**src/rtl/burst_line_assembler_if.sv**
```systemverilog
// Cache-refill / AXI-read bundle for burst_line_assembler.
// master: the assembler; slave: cache + interconnect side.
interface burst_line_assembler_if #(
  parameter int BEAT_W = 32,
  parameter int BEATS  = 8,
  parameter int ADDR_W = 32
);
  localparam int LINE_W = BEAT_W * BEATS;

  logic              req_valid;
  logic [ADDR_W-1:0] req_addr;
  logic              req_ready;
  logic              arvalid;
  logic [ADDR_W-1:0] araddr;
  logic [7:0]        arlen;
  logic [2:0]        arsize;
  logic [1:0]        arburst;
  logic              arready;
  logic              rvalid;
  logic [BEAT_W-1:0] rdata;
  logic [1:0]        rresp;
  logic              rlast;
  logic              rready;
  logic              crit_valid;
  logic [BEAT_W-1:0] crit_data;
  logic              line_valid;
  logic [LINE_W-1:0] line_data;
  logic [ADDR_W-1:0] line_addr;
  logic              line_err;
  logic              line_ready;

  modport master (
    input  req_valid, req_addr, arready,
    input  rvalid, rdata, rresp, rlast,
    input  line_ready,
    output req_ready, arvalid, araddr,
    output arlen, arsize, arburst, rready,
    output crit_valid, crit_data,
    output line_valid, line_data,
    output line_addr, line_err
  );

  modport slave (
    output req_valid, req_addr, arready,
    output rvalid, rdata, rresp, rlast,
    output line_ready,
    input  req_ready, arvalid, araddr,
    input  arlen, arsize, arburst, rready,
    input  crit_valid, crit_data,
    input  line_valid, line_data,
    input  line_addr, line_err
  );
endinterface

```
**src/rtl/burst_line_assembler.sv**
```systemverilog
// Cache-line refill: one AXI read burst packed into a line,
// critical word reported early, protocol errors flagged.
module burst_line_assembler #(
  parameter int BEAT_W = 32,
  parameter int BEATS  = 8,
  parameter int ADDR_W = 32,
  parameter int WRAP   = 0
) (
  input logic clk,
  input logic resetn,
  burst_line_assembler_if.master bus
);
  localparam int OFF    = $clog2(BEAT_W / 8);
  localparam int IDX    = $clog2(BEATS);
  localparam int LINE_W = BEAT_W * BEATS;
  localparam logic [IDX-1:0] LAST = IDX'(BEATS - 1);
  localparam logic [ADDR_W-1:0] BEAT_MASK =
    ~((ADDR_W'(1) << OFF) - ADDR_W'(1));
  localparam logic [ADDR_W-1:0] LINE_MASK =
    ~((ADDR_W'(1) << (OFF + IDX)) - ADDR_W'(1));

  typedef enum logic [1:0] {
    S_IDLE,
    S_AR,
    S_DATA,
    S_OUT
  } state_t;

  state_t            r_state;
  logic              r_req_ready;
  logic              r_arvalid;
  logic              r_rready;
  logic              r_crit_valid;
  logic              r_line_valid;
  logic              r_err;
  logic [ADDR_W-1:0] r_araddr;
  logic [IDX-1:0]    r_idx;
  logic [IDX-1:0]    r_start;
  logic [IDX-1:0]    r_cnt;
  logic [BEAT_W-1:0] r_crit_data;
  logic [LINE_W-1:0] r_line;

  logic           w_req;
  logic           w_beat;
  logic           w_final;
  logic           w_end;
  logic           w_bad;
  logic [IDX-1:0] w_slot;
  logic [IDX-1:0] w_req_idx;

  assign w_req     = bus.req_valid && r_req_ready;
  assign w_beat    = bus.rvalid && r_rready;
  assign w_final   = (r_cnt == LAST);
  assign w_end     = w_beat && (w_final || bus.rlast);
  assign w_bad     = (bus.rresp != 2'b00) ||
                     (bus.rlast != w_final);
  // slot index wraps naturally in IDX bits
  assign w_slot    = r_start + r_cnt;
  assign w_req_idx = bus.req_addr[OFF+IDX-1:OFF];

  always_ff @(posedge clk) begin
    if (!resetn) begin
      r_state      <= S_IDLE;
      r_req_ready  <= 1'b0;
      r_arvalid    <= 1'b0;
      r_rready     <= 1'b0;
      r_crit_valid <= 1'b0;
      r_line_valid <= 1'b0;
      r_err        <= 1'b0;
      r_araddr     <= '0;
      r_idx        <= '0;
      r_start      <= '0;
      r_cnt        <= '0;
      r_crit_data  <= '0;
      r_line       <= '0;
    end else begin
      r_crit_valid <= 1'b0;
      unique case (r_state)
        S_IDLE: begin
          r_req_ready <= 1'b1;
          if (w_req) begin
            r_req_ready <= 1'b0;
            r_arvalid   <= 1'b1;
            r_idx       <= w_req_idx;
            r_start     <= (WRAP != 0) ? w_req_idx : '0;
            r_cnt       <= '0;
            r_err       <= 1'b0;
            r_araddr    <= bus.req_addr &
              ((WRAP != 0) ? BEAT_MASK : LINE_MASK);
            r_state     <= S_AR;
          end
        end
        S_AR: begin
          if (bus.arready) begin
            r_arvalid <= 1'b0;
            r_rready  <= 1'b1;
            r_state   <= S_DATA;
          end
        end
        S_DATA: begin
          if (w_beat) begin
            r_line[w_slot*BEAT_W +: BEAT_W] <= bus.rdata;
            r_cnt <= r_cnt + 1'b1;
            if (w_slot == r_idx) begin
              r_crit_valid <= 1'b1;
              r_crit_data  <= bus.rdata;
            end
            if (w_bad) r_err <= 1'b1;
            // early rlast also closes the burst
            if (w_end) begin
              r_rready     <= 1'b0;
              r_line_valid <= 1'b1;
              r_state      <= S_OUT;
            end
          end
        end
        S_OUT: begin
          if (bus.line_ready) begin
            r_line_valid <= 1'b0;
            r_err        <= 1'b0;
            r_req_ready  <= 1'b1;
            r_state      <= S_IDLE;
          end
        end
        default: r_state <= S_IDLE;
      endcase
    end
  end

  assign bus.req_ready  = r_req_ready;
  assign bus.arvalid    = r_arvalid;
  assign bus.araddr     = r_araddr;
  assign bus.arlen      = 8'(BEATS - 1);
  assign bus.arsize     = 3'(OFF);
  assign bus.arburst    = (WRAP != 0) ? 2'b10 : 2'b01;
  assign bus.rready     = r_rready;
  assign bus.crit_valid = r_crit_valid;
  assign bus.crit_data  = r_crit_data;
  assign bus.line_valid = r_line_valid;
  assign bus.line_data  = r_line;
  assign bus.line_addr  = r_araddr & LINE_MASK;
  assign bus.line_err   = r_err;
endmodule

```
**src/flat_wrapper.sv**
```systemverilog
// flat-port wrapper written by rule: the top's interface ports become plain ports
module burst_line_assembler_flat 
#(
  parameter int BEAT_W = 32,
  parameter int BEATS  = 8,
  parameter int ADDR_W = 32,
  parameter int WRAP   = 0
)
  (clk, resetn, bus_req_valid, bus_req_addr, bus_arready, bus_rvalid, bus_rdata, bus_rresp, bus_rlast, bus_line_ready, bus_req_ready, bus_arvalid, bus_araddr, bus_arlen, bus_arsize, bus_arburst, bus_rready, bus_crit_valid, bus_crit_data, bus_line_valid, bus_line_data, bus_line_addr, bus_line_err);
  burst_line_assembler_if #(.BEAT_W(BEAT_W), .BEATS(BEATS), .ADDR_W(ADDR_W)) bus_i ();
  input logic clk;
  input logic resetn;
  input wire logic [$bits(bus_i.req_valid)-1:0] bus_req_valid;
  input wire logic [$bits(bus_i.req_addr)-1:0] bus_req_addr;
  input wire logic [$bits(bus_i.arready)-1:0] bus_arready;
  input wire logic [$bits(bus_i.rvalid)-1:0] bus_rvalid;
  input wire logic [$bits(bus_i.rdata)-1:0] bus_rdata;
  input wire logic [$bits(bus_i.rresp)-1:0] bus_rresp;
  input wire logic [$bits(bus_i.rlast)-1:0] bus_rlast;
  input wire logic [$bits(bus_i.line_ready)-1:0] bus_line_ready;
  output wire logic [$bits(bus_i.req_ready)-1:0] bus_req_ready;
  output wire logic [$bits(bus_i.arvalid)-1:0] bus_arvalid;
  output wire logic [$bits(bus_i.araddr)-1:0] bus_araddr;
  output wire logic [$bits(bus_i.arlen)-1:0] bus_arlen;
  output wire logic [$bits(bus_i.arsize)-1:0] bus_arsize;
  output wire logic [$bits(bus_i.arburst)-1:0] bus_arburst;
  output wire logic [$bits(bus_i.rready)-1:0] bus_rready;
  output wire logic [$bits(bus_i.crit_valid)-1:0] bus_crit_valid;
  output wire logic [$bits(bus_i.crit_data)-1:0] bus_crit_data;
  output wire logic [$bits(bus_i.line_valid)-1:0] bus_line_valid;
  output wire logic [$bits(bus_i.line_data)-1:0] bus_line_data;
  output wire logic [$bits(bus_i.line_addr)-1:0] bus_line_addr;
  output wire logic [$bits(bus_i.line_err)-1:0] bus_line_err;
  assign bus_i.req_valid = bus_req_valid;
  assign bus_i.req_addr = bus_req_addr;
  assign bus_i.arready = bus_arready;
  assign bus_i.rvalid = bus_rvalid;
  assign bus_i.rdata = bus_rdata;
  assign bus_i.rresp = bus_rresp;
  assign bus_i.rlast = bus_rlast;
  assign bus_i.line_ready = bus_line_ready;
  assign bus_req_ready = bus_i.req_ready;
  assign bus_arvalid = bus_i.arvalid;
  assign bus_araddr = bus_i.araddr;
  assign bus_arlen = bus_i.arlen;
  assign bus_arsize = bus_i.arsize;
  assign bus_arburst = bus_i.arburst;
  assign bus_rready = bus_i.rready;
  assign bus_crit_valid = bus_i.crit_valid;
  assign bus_crit_data = bus_i.crit_data;
  assign bus_line_valid = bus_i.line_valid;
  assign bus_line_data = bus_i.line_data;
  assign bus_line_addr = bus_i.line_addr;
  assign bus_line_err = bus_i.line_err;
  burst_line_assembler #(.BEAT_W(BEAT_W), .BEATS(BEATS), .ADDR_W(ADDR_W), .WRAP(WRAP)) u_core (.clk(clk), .resetn(resetn), .bus(bus_i));
endmodule
```
**config.mk**
```make
export PLATFORM = sky130hd
export DESIGN_NAME = burst_line_assembler_flat
export DESIGN_NICKNAME = d
export VERILOG_FILES = /design/src/rtl/burst_line_assembler_if.sv /design/src/rtl/burst_line_assembler.sv /design/src/flat_wrapper.sv
export SDC_FILE = /design/constraint.sdc
export NUM_CORES = 1
export LEC_CHECK = 0
export CAP_MARGIN = 10
export CORE_AREA = 2 2 174 176
export DETAILED_ROUTE_END_ITERATION = 7
export DIE_AREA = 0 0 176 178
export HOLD_SLACK_MARGIN = 0.03
export PLACE_DENSITY = 0.8
export RECOVER_POWER = 50
export SLEW_MARGIN = 20
export SYNTH_ARGS = -nofsm -noshare
export SYNTH_HDL_FRONTEND = slang
export SYNTH_SLANG_ARGS = --single-unit
```
**constraint.sdc**
```tcl
create_clock -name clk -period 3.8 [get_ports clk]
set_input_delay 1.14 -clock clk [delete_from_list [all_inputs] [get_ports clk]]
set_output_delay 1.14 -clock clk [all_outputs]
set_load 0.05 [all_outputs]
```
# After elaboration in Yosys (flattened, before gate mapping)
# Cells that the tools add are included.
dict set report op_classes {
  reduce_logical 24
  eq_ne 12
  n_shift 2
  n_addsub 2
  n_mux 29
}
# cell n
set op_table {}
lappend op_table {{bitwise mux 256 bit} 1}
lappend op_table {{variable shift 32 x 34 -> 256 bit, first input constant} 1}
lappend op_table {{indexed part select 32 x 34 -> 256 bit} 1}
lappend op_table {{negator 8 -> 34 bit} 1}
lappend op_table {{2-to-1 mux 1 bit} 14}
lappend op_table {{AND reduction 3 bit} 4}
lappend op_table {{nonzero test 2 bit} 6}
lappend op_table {{2-to-1 mux 2 bit} 5}
lappend op_table {{AND reduction 5 bit} 2}
lappend op_table {{!= test 2 x 1 -> 1 bit, second input constant} 4}
lappend op_table {{one-hot mux 1 bit (2 select lines)} 4}
lappend op_table {{one-hot mux 2 bit (4 select lines)} 1}
lappend op_table {{AND reduction 4 bit} 2}
lappend op_table {{2-to-1 mux 3 bit} 2}
lappend op_table {{one-hot mux 3 bit (2 select lines)} 1}
lappend op_table {{AND reduction 2 bit} 3}
lappend op_table {{equality test 2 bit, second input constant} 2}
lappend op_table {{!= test 2 bit, second input constant} 2}
lappend op_table {{adder 3 x 1 -> 3 bit, second input constant} 1}
lappend op_table {{equality test 3 bit} 1}
lappend op_table {{equality test 3 bit, second input constant} 1}
lappend op_table {{logical AND 1 bit} 3}
lappend op_table {{one-hot mux 1 bit (3 select lines)} 1}
lappend op_table {{nonzero test 3 bit} 1}
lappend op_table {{other kinds (4)} 5}
dict set report totals {
  regBits 329
  input_bits 73
  out_inout_bits 371
  elab_cells 81
}

# Logic depth before layout (Yosys ltp)
# Gate-level depths: netlist (run 1).
dict set report depth {
  ltp_word 6
  ltp_mapped 12
  ltp_nobuf 8
}

# Worst setup path after synthesis (run 1)
# Ideal clock, no wire load.
dict set report synth_timing {
  path_type {reg2reg}
  startpoint {reg u_core.r_cnt[0]}
  endpoint {reg u_core.r_line[250] (netlist: u_core.bus.line_data[250])}
  arrival_time_ns 2.686
  setup_ns 0.141
  period_less_slack_ns 2.827
  path_stages_with_launch 12
  slack_ns 0.973
  cell_sequence {dfxtp_1 -> buf_2 -> buf_2 -> buf_1 -> inv_1 -> ha_1 -> ha_1 -> or4b_4 -> buf_6 -> buf_6 -> nand3_1 -> o31ai_2}
}
dict set report synth_between {
  elab_chain_len 3
  word_cells_on_any_way 4
}
# element line
set synth_rtl {}
lappend synth_rtl {{start, declared} burst_line_assembler.sv:39} ;# logic [IDX-1:0] r_cnt;
lappend synth_rtl {{start signal, assigned} burst_line_assembler.sv:103} ;# r_cnt <= r_cnt + 1'b1;
lappend synth_rtl {{negator 8 -> 34 bit (*)} burst_line_assembler.sv:102} ;# r_line[w_slot*BEAT_W +: BEAT_W] <= bus.rdata;
lappend synth_rtl {{indexed part select 32 x 34 -> 256 bit or variable shift 32 x 34 -> 256 bit (tied branches)} burst_line_assembler.sv:102}
lappend synth_rtl {{bitwise mux 256 bit (*)} burst_line_assembler.sv:102}
lappend synth_rtl {{end signal, assigned by index} burst_line_assembler.sv:102}
lappend synth_rtl {{end, declared} burst_line_assembler.sv:41} ;# logic [LINE_W-1:0] r_line;
# Mark *: on every way between the ends. The rest lies on a longest branch, timed or not.
# A chain may end at the register's enable or synchronous reset.

# Final worst setup path (run 1)
dict set report layout_timing {
  startpoint {in bus_rvalid}
  endpoint {reg u_core.r_crit_data[21] (netlist: u_core.bus.crit_data[21])}
}
dict set report layout_between {
  elab_chain_len 2
}
# element line
set layout_rtl {}
lappend layout_rtl {{start, declared} flat_wrapper.sv:16} ;# input wire logic [$bits(bus_i.rvalid)-1:0] bus_rvalid;
lappend layout_rtl {{logical AND 1 bit} burst_line_assembler.sv:52} ;# assign w_beat = bus.rvalid && r_rready;
lappend layout_rtl {{AND reduction 3 bit (no source line)} -}
lappend layout_rtl {{end signal, assigned} burst_line_assembler.sv:106} ;# r_crit_data <= bus.rdata;
lappend layout_rtl {{end, declared} burst_line_assembler.sv:40} ;# logic [BEAT_W-1:0] r_crit_data;
# Every way passes these cells.

==> key figures, run 1 <==
Outcome
  • Outcome: finished, final reports clean

Setup path
  • WP buf/inv: 2
  • Reg2Reg Launch Point: u_core.r_cnt[0]
  • CP delay by family, top: buffers and inverters
  • Crit end category: register
  • Critical Path Start Type: input port
  • Critical R2R Capture: u_core.bus.line_data[194]
  • CP max stage delay: approximately 670 ps
  • CP Max Fanout: 65
  • Worst path cell trace: dlygate4sd3_1 -> and3_1 -> nand4_1 -> clkbuf_2 -> nand3_1 -> o21ai_0
  • Crit Path Class: in -> reg
  • Required @ worst endpoint: around 4100 ps
  • Worst Path Arrival: 3410 ps
  • R2R Setup Slk: approximately 810 ps
  • Slowest-stage cell, CP: clkbuf_2
  • Worst Reg-to-Reg Cells: 7

Die
  • IO Pins: between 400 and 500
  • Die height: between 150 and 200 µm
  • Num rows: 63
  • Die area: ~31000 µm²
  • Die Width: 176 µm
  • Initial core utilization: 0.421
  • Core area: a little under 30000 µm²

Drt
  • Initial DRT Pass Iterations: 5
  • Via/cell ratio: between 5 and 6
  • Starting DRT DRC Count: roughly 1100
  • WL/cell: between 15 and 20 µm
  • Final wirelength: 42300 µm
  • # DRC: 0
  • Routed via count: about 12000
  • Final ANT Viol Nets: 0

Timing
  • Setup Viol. Count Final: 0
  • RSZ-0062 raised after global routing: no
  • Final Hold Viols: 0
  • Max_slew headroom: 0.133
  • Final hold slack: 451 ps
  • Clock Skew: slightly below 8 ps
  • F_max: ~320 MHz
  • Final Critical Period: about 3100 ps
  • Ratio of final minimum period to clock period: 0.810
  • Slew @ Worst Pin: roughly 1300 ps
  • Fin. max-slew vios: 0
  • Setup TNS: 0 ps

Global routing
  • Largest net degree at the start of global routing: 126
  • Vias in the first global route: between 10000 and 15000
  • GR Overflow Total: 0
  • Antenna violations before repair: 1
  • Total Routing Usage GR: 0.260
  • First-pass GRT wire length: between 60000 and 70000 µm

Worst hold path
  • Hold Path End: u_core.bus.line_data[231]
  • Hold crit path type: reg -> reg
  • Hold depth: 2
  • Min-delay src: u_core.bus.line_data[231]

Yosys
  • Prevailing post-synth register cell: dfxtp_1
  • Sequential area share after synthesis: 0.532
  • Post-synth top area share: 0.532
  • Syn_area_per_cell: ~8.7 µm²
  • Post-Syn Instances: about 1400
  • Number of distinct library cells after synthesis: 44
  • Area leader, netlist: dfxtp_1
  • Synth async-reset ratio: 0
  • Area contributors post-synth: dfxtp_1 (53%), nand3_1 (15%), o21ai_0 (6.0%)
  • Netlist Area Pre-Place: 12400 µm²
  • Warnings from Yosys: 0
  • Most common cell in the synthesized netlist: nand3_1
  • Post-synth EDFFs: 0
  • Top cell types by occurrence after synthesis: nand3_1 (369), dfxtp_1 (329), o21ai_0 (148), nand2_1 (145), o21ai_1 (87)
  • Yosys reg bits: roughly 330

Clocking
  • CTS Root Cell: clkbuf_16
  • CTS tree: built
  • Clk Latency, worst-skew pair: 510 ps
  • Max H-tree Level: 2
  • CTS sink cnt: 329
  • Setup bufs post-CTS: 0
  • Cts repair resizes: 0
  • CTS hold repair buffers: 0
  • Clk slew on worst S/H paths: roughly 60 ps
  • CTS Buffer Depth: 3
  • CTS buffer count: 35

Final layout
  • Final net count: around 1800
  • Fin area: between 15000 and 20000 µm²
  • Layout cells sized above 1: 0.0590
  • # diodes: 0
  • Syn-to-layout area delta: 41.0%

Power
  • Lkg Pwr: between 6 and 7 nW
  • Psw: between 2 and 2.5 mW
  • VDD IR max: 0.000395 V
  • Clk pwr share: 0.413
  • Reg power frac: 0.441
  • Switching share of power: 0.281
  • P_int: approximately 5.9 mW
  • Total power: between 8 and 9 mW
  • Combinational share of power: 0.146
  • P per Cell Area: between 400 and 500 nW/µm²

Place
  • GP Congestion: roughly 0.8
  • Cell area after placement: about 16000 µm²
  • I/O Buffers: approximately 420
  • Post-detail-place hpwl: between 20000 and 30000 µm

Job
  • Number of max-cap violations: 0
cell families (layout without fill, tap and decap cells):
group	count (synthesis)	after routing	share of synthesized area
buffers and inverters	190	510	0.0862
other	2	23	0.000607
adder cells (fa/ha/maj)	12	12	0.0121
multiplexers	4	4	0.00323
XOR/XNOR	3	3	0.00212
AO/OA/AOI/OAI	334	334	0.152
flip-flops	329	329	0.532
AND/OR/NAND/NOR	549	549	0.211
cells in the final DEF, fill, tap and decap left out, types with 11 or more instances in the layout:
master | netlist | final
a21oi_1 | 35 | 35
nor2_1 | 13 | 11
clkbuf_16 | 0 | 36
conb_1 | 2 | 23
nand3_1 | 369 | 366
clkdlybuf4s50_1 | 0 | 152
o31ai_2 | 11 | 11
ha_1 | 12 | 12
nand2_1 | 145 | 145
dlygate4sd3_1 | 0 | 265
o21ai_0 | 148 | 148
o21ai_1 | 87 | 87
buf_4 | 50 | 16
o31ai_1 | 43 | 43
dfxtp_1 | 329 | 328
worst register-to-register path: stages (launching register included):
cell     delay, ps
dfxtp_4        760
inv_1          150
ha_1           250
ha_1           370
or4b_2         690
buf_4          350
nand3_1        210
o21ai_1         80
how the worst max path moves through the flow:
| stage | from | end | slack [ps] | depth (start not counted) |
|---|---|---|---|---|
| 2_1_floorplan | u_core.r_cnt[0] | u_core.bus.line_data[250] | 970 | 11 |
| 3_5_place_dp | bus_rvalid | u_core.bus.line_data[210] | 560 | 6 |
| 4_1_cts | u_core.r_cnt[0] | u_core.bus.line_data[194] | 820 | 7 |
| 5_1_grt | bus_rvalid | u_core.bus.crit_data[7] | 540 | 6 |
| 6_report | bus_rvalid | u_core.bus.crit_data[21] | 720 | 6 |
| 3_3_place_gp | bus_rvalid | u_core.bus.line_data[194] | 610 | 6 |
layer usage:
metal / part of all wire / up-vias / global-route usage
met5: 0 / - / 0
met4: 0.057 / 0 / 0.138
met3: 0.084 / 125 / 0.0624
met2: 0.49 / 578 / 0.457
met1: 0.37 / 5393 / 0.294
li1: - / 5577 / -
per-stage QoR:
step                      setup WS (ps)  utilization  std cells
after floorplan                     973            -       1444
after global routing                543        0.594       2154
after CTS                           823        0.594       2154
final                               723        0.594       2154
after detailed placement            563        0.555       2090
after global placement              608        0.555       2090
power groups by stage:
stage | clock network (mW) | registers (mW) | logic (mW)
global route | 3.59 | 3.61 | 1.25
detailed placement | 0 | 3.67 | 1.20
global placement | 0 | 3.67 | 1.19
floorplan | 0 | 3.89 | 0.619
finish | 3.37 | 3.60 | 1.19
CTS | 3.44 | 3.60 | 1.20
flip-flops by register name (all words and copies together), names as in the netlist, 2 cells and up:
name,cells
u_core.bus.line_data,256
u_core.bus.araddr,27
u_core.r_cnt,3
u_core.r_state,2
u_core.r_idx,3
u_core.bus.crit_data,32
final cells by class:
class / instances / area [µm²]
fill: 2554 / 11900
sequential: 329 / 6590
multi-input combinational: 925 / 4830
timing repair buffer: 438 / 4360
clock buffer: 50 / 1030
tap: 390 / 488
clock inverter: 14 / 120
inverter: 8 / 30.0
(Power assumes the default switching activity.)
==> inputs of run 2 (changes only) <==
CORE_AREA = not set   (was 2 2 174 176)
CORE_MARGIN = 2   (was not set)
CORE_UTILIZATION = 41   (was not set)
DIE_AREA = not set   (was 0 0 176 178)
PLACE_DENSITY = 0.81   (was 0.8)
clock period = 2.5 ns   (was 3.8 ns; I/O delays follow)
==> run 2 against run 1 <==
  * Register-to-register slack got worse by 670 ps
  * Utilization fell by 0.58 points
  * First-iteration DRC count fell by 23%
  * Non-clock buffer count rose by 22
  * Cell count rose by 0.70%
  * Clock power rose by 50%
  * Wire length fell by 0.46%
  * Clock skew rose by 3.7 ps
  * Cell area barely moved
  * Global-route usage fell by 0.37 points
  * Combinational power rose by 50%
  * Critical path depth fell by 5
==> key figures, run 2 (synthesis results as in run 1) <==
Outcome
  • Outcome: finished, final reports clean (unchanged)

Clocking
  • Max H-tree Level: 2 (unchanged)
  • Setup bufs post-CTS: 0 (unchanged)
  • Clk Latency, worst-skew pair: 510 ps (about the same)
  • CTS tree: built (unchanged)
  • CTS buffer count: 35 (unchanged)
  • CTS Root Cell: clkbuf_16 (unchanged)
  • CTS hold repair buffers: 0 (unchanged)
  • Clk slew on worst S/H paths: 60 ps (about the same)
  • CTS sink cnt: 329 (unchanged)
  • CTS Buffer Depth: 3 (unchanged)

Global routing
  • Vias in the first global route: 11100 (was 11000)
  • Largest net degree at the start of global routing: 113 (was 126)
  • First-pass GRT wire length: 63000 µm (was 62900 µm)
  • Total Routing Usage GR: 0.257 (was 0.260)
  • GR Overflow Total: 0 (unchanged)
  • Antenna violations before repair: 0 (was 1)

Job
  • Number of max-cap violations: 0 (unchanged)

Final layout
  • Final net count: 1844 (was 1822)
  • Layout cells sized above 1: 0.0618 (was 0.0590)
  • Commonest non-fill, non-tap cells in the layout: clkdlybuf4s50_1 (389), nand3_1 (367), dfxtp_1 (328) (was nand3_1 (366), dfxtp_1 (328), dlygate4sd3_1 (265))
  • Final Non-Filler Cells: 2169 (was 2154)
  • Syn-to-layout area delta: 41.1% (was 41.0%)
  • Max reg flops: 256 (unchanged)
  • Commonest non-fill, non-tap cell in the layout: clkdlybuf4s50_1 (was nand3_1)
  • Final Core Density: 0.588 (was 0.594)
  • Fillers: 2621 (was 2554)
  • # diodes: 0 (unchanged)

Power
  • Lkg Pwr: 5.91 nW (was 6.71 nW)
  • P per Cell Area: 704 nW/µm² (was 468 nW/µm²)
  • VDD IR max: 0.000511 V (was 0.000395 V)
  • Total power: 12.3 mW (was 8.16 mW)

Timing
  • Slew @ Worst Pin: 721 ps (was 1300 ps)
  • Setup Viol. Count Final: 0 (unchanged)
  • Fin. max-slew vios: 0 (unchanged)
  • F_max: 405 MHz
  • Setup slack after layout: 31.2 ps (was 723 ps)
  • Final Critical Period: 2470 ps
  • RSZ-0062 raised after global routing: no (unchanged)
  • Final hold slack: 460 ps (was 451 ps)
  • Max_slew headroom: 0.521 (was 0.133)
  • Ratio of final minimum period to clock period: 0.988
  • Final Hold Viols: 0 (unchanged)
  • Clock Skew: 11.5 ps (was 7.80 ps)

Die
  • Initial core utilization: 0.417 (was 0.421)
  • Die area: 31600 µm² (was 31300 µm²)
  • Core area: 29700 µm² (was 29400 µm²)
  • Die height: 178 µm (about the same)
  • IO Pins: 444 (unchanged)
  • Num rows: 63 (unchanged)
  • Die Width: 178 µm (was 176 µm)

Drt
  • Final ANT Viol Nets: 0 (unchanged)
  • # DRC: 0 (unchanged)
  • Final wirelength: 42100 µm (was 42300 µm)
  • WL/cell: 19.4 µm (was 19.6 µm)
  • Routed via count: 11700 (about the same)
  • Starting DRT DRC Count: 866 (was 1129)
  • Via/cell ratio: 5.38 (was 5.42)
  • Initial DRT Pass Iterations: 5 (unchanged)

Setup path
  • Crit Path Class: reg -> out (was in -> reg)
  • Worst Path Arrival: 1720 ps (was 3410 ps)
  • Worst path cell trace: clkdlybuf4s50_1 (was dlygate4sd3_1 -> and3_1 -> nand4_1 -> clkbuf_2 -> nand3_1 -> o21ai_0)
  • WP buf/inv: 1 (was 2)
  • Crit end category: primary output (was register)
  • CP delay by family, top: buffers and inverters (unchanged)
  • CP Max Fanout: 3 (was 65)
  • Critical Path Start Type: register (was input port)
  • Required @ worst endpoint: 1750 ps (was 4130 ps)
  • Slowest-stage cell, CP: clkdlybuf4s50_1 (was clkbuf_2)
  • CP max stage delay: 830 ps (was 670 ps)

Place
  • GP Congestion: 0.829 (was 0.801)
  • Setup Slack @ Placement: -138 ps (was 563 ps)
  • Post-detail-place hpwl: 29600 µm (was 29200 µm)
  • Dpl cells: 2112 (was 2090)
  • I/O Buffers: 418 (unchanged)

Worst hold path
  • Hold crit path type: reg -> reg (unchanged)
run 2: cell types whose count changed in the layout (fill, tap and decap cells not counted), sizes merged:
cell	before	now
dlygate4sd3	265	1
clkdlybuf4s50	152	389
buf	19	38
clkbuf	52	69
dlygate4sd2	0	9
clkinv	11	6
bufinv	1	2
dlymetal6s2s	0	1
run 2: repair_timing:
item / CTS / global route
gates resized for setup: 9 / 15
endpoints found under the setup margin: 10 / 17
endpoints found under the hold margin: 0 / 0
run 2: area by class of cell:
cell class                      instances  area, µm²  area share
Clock buffer                           47        982      0.0562
Clock inverter                         10        121     0.00695
Inverter                                8       30.0     0.00172
Multi-Input combinational cell        925       4810       0.275
Sequential cell                       329       6590       0.377
Tap cell                              390        488      0.0279
Timing Repair Buffer                  460       4450       0.254
run 2: layer usage:
metal,track usage,part of all wire
met4,0.157,0.067
met1,0.289,0.37
met3,0.0561,0.076
met5,0,0
met2,0.442,0.48
run 2: power breakdown:
group	switching, mW	internal [mW]	total [mW]	leakage (nW)
clock network	2.08	2.96	5.05	0.540
logic	1.26	0.524	1.79	2.71
registers	0.110	5.36	5.47	2.65
total	3.46	8.85	12.3	5.91
run 2: worst paths after layout:
check | startpoint | end | slack [ps] | cells past startpoint
max | u_core.bus.araddr[7] | bus_araddr[7] | 30 | 1
min | u_core.bus.line_data[255] | u_core.bus.line_data[255] | 460 | 2
max reg2reg | u_core.r_cnt[0] | u_core.bus.line_data[145] | 140 | 7
min reg2reg | u_core.bus.line_data[255] | u_core.bus.line_data[255] | 460 | 2
run 2: through the flow:
stage | TNS [ps] | area (µm²)
6_report | 0 | 17500
5_1_grt | 0 | 17500
4_1_cts | 0 | 17700
3_3_place_gp | -5850 | 16600
2_1_floorplan | 0 | 12500
3_5_place_dp | -11170 | 16600
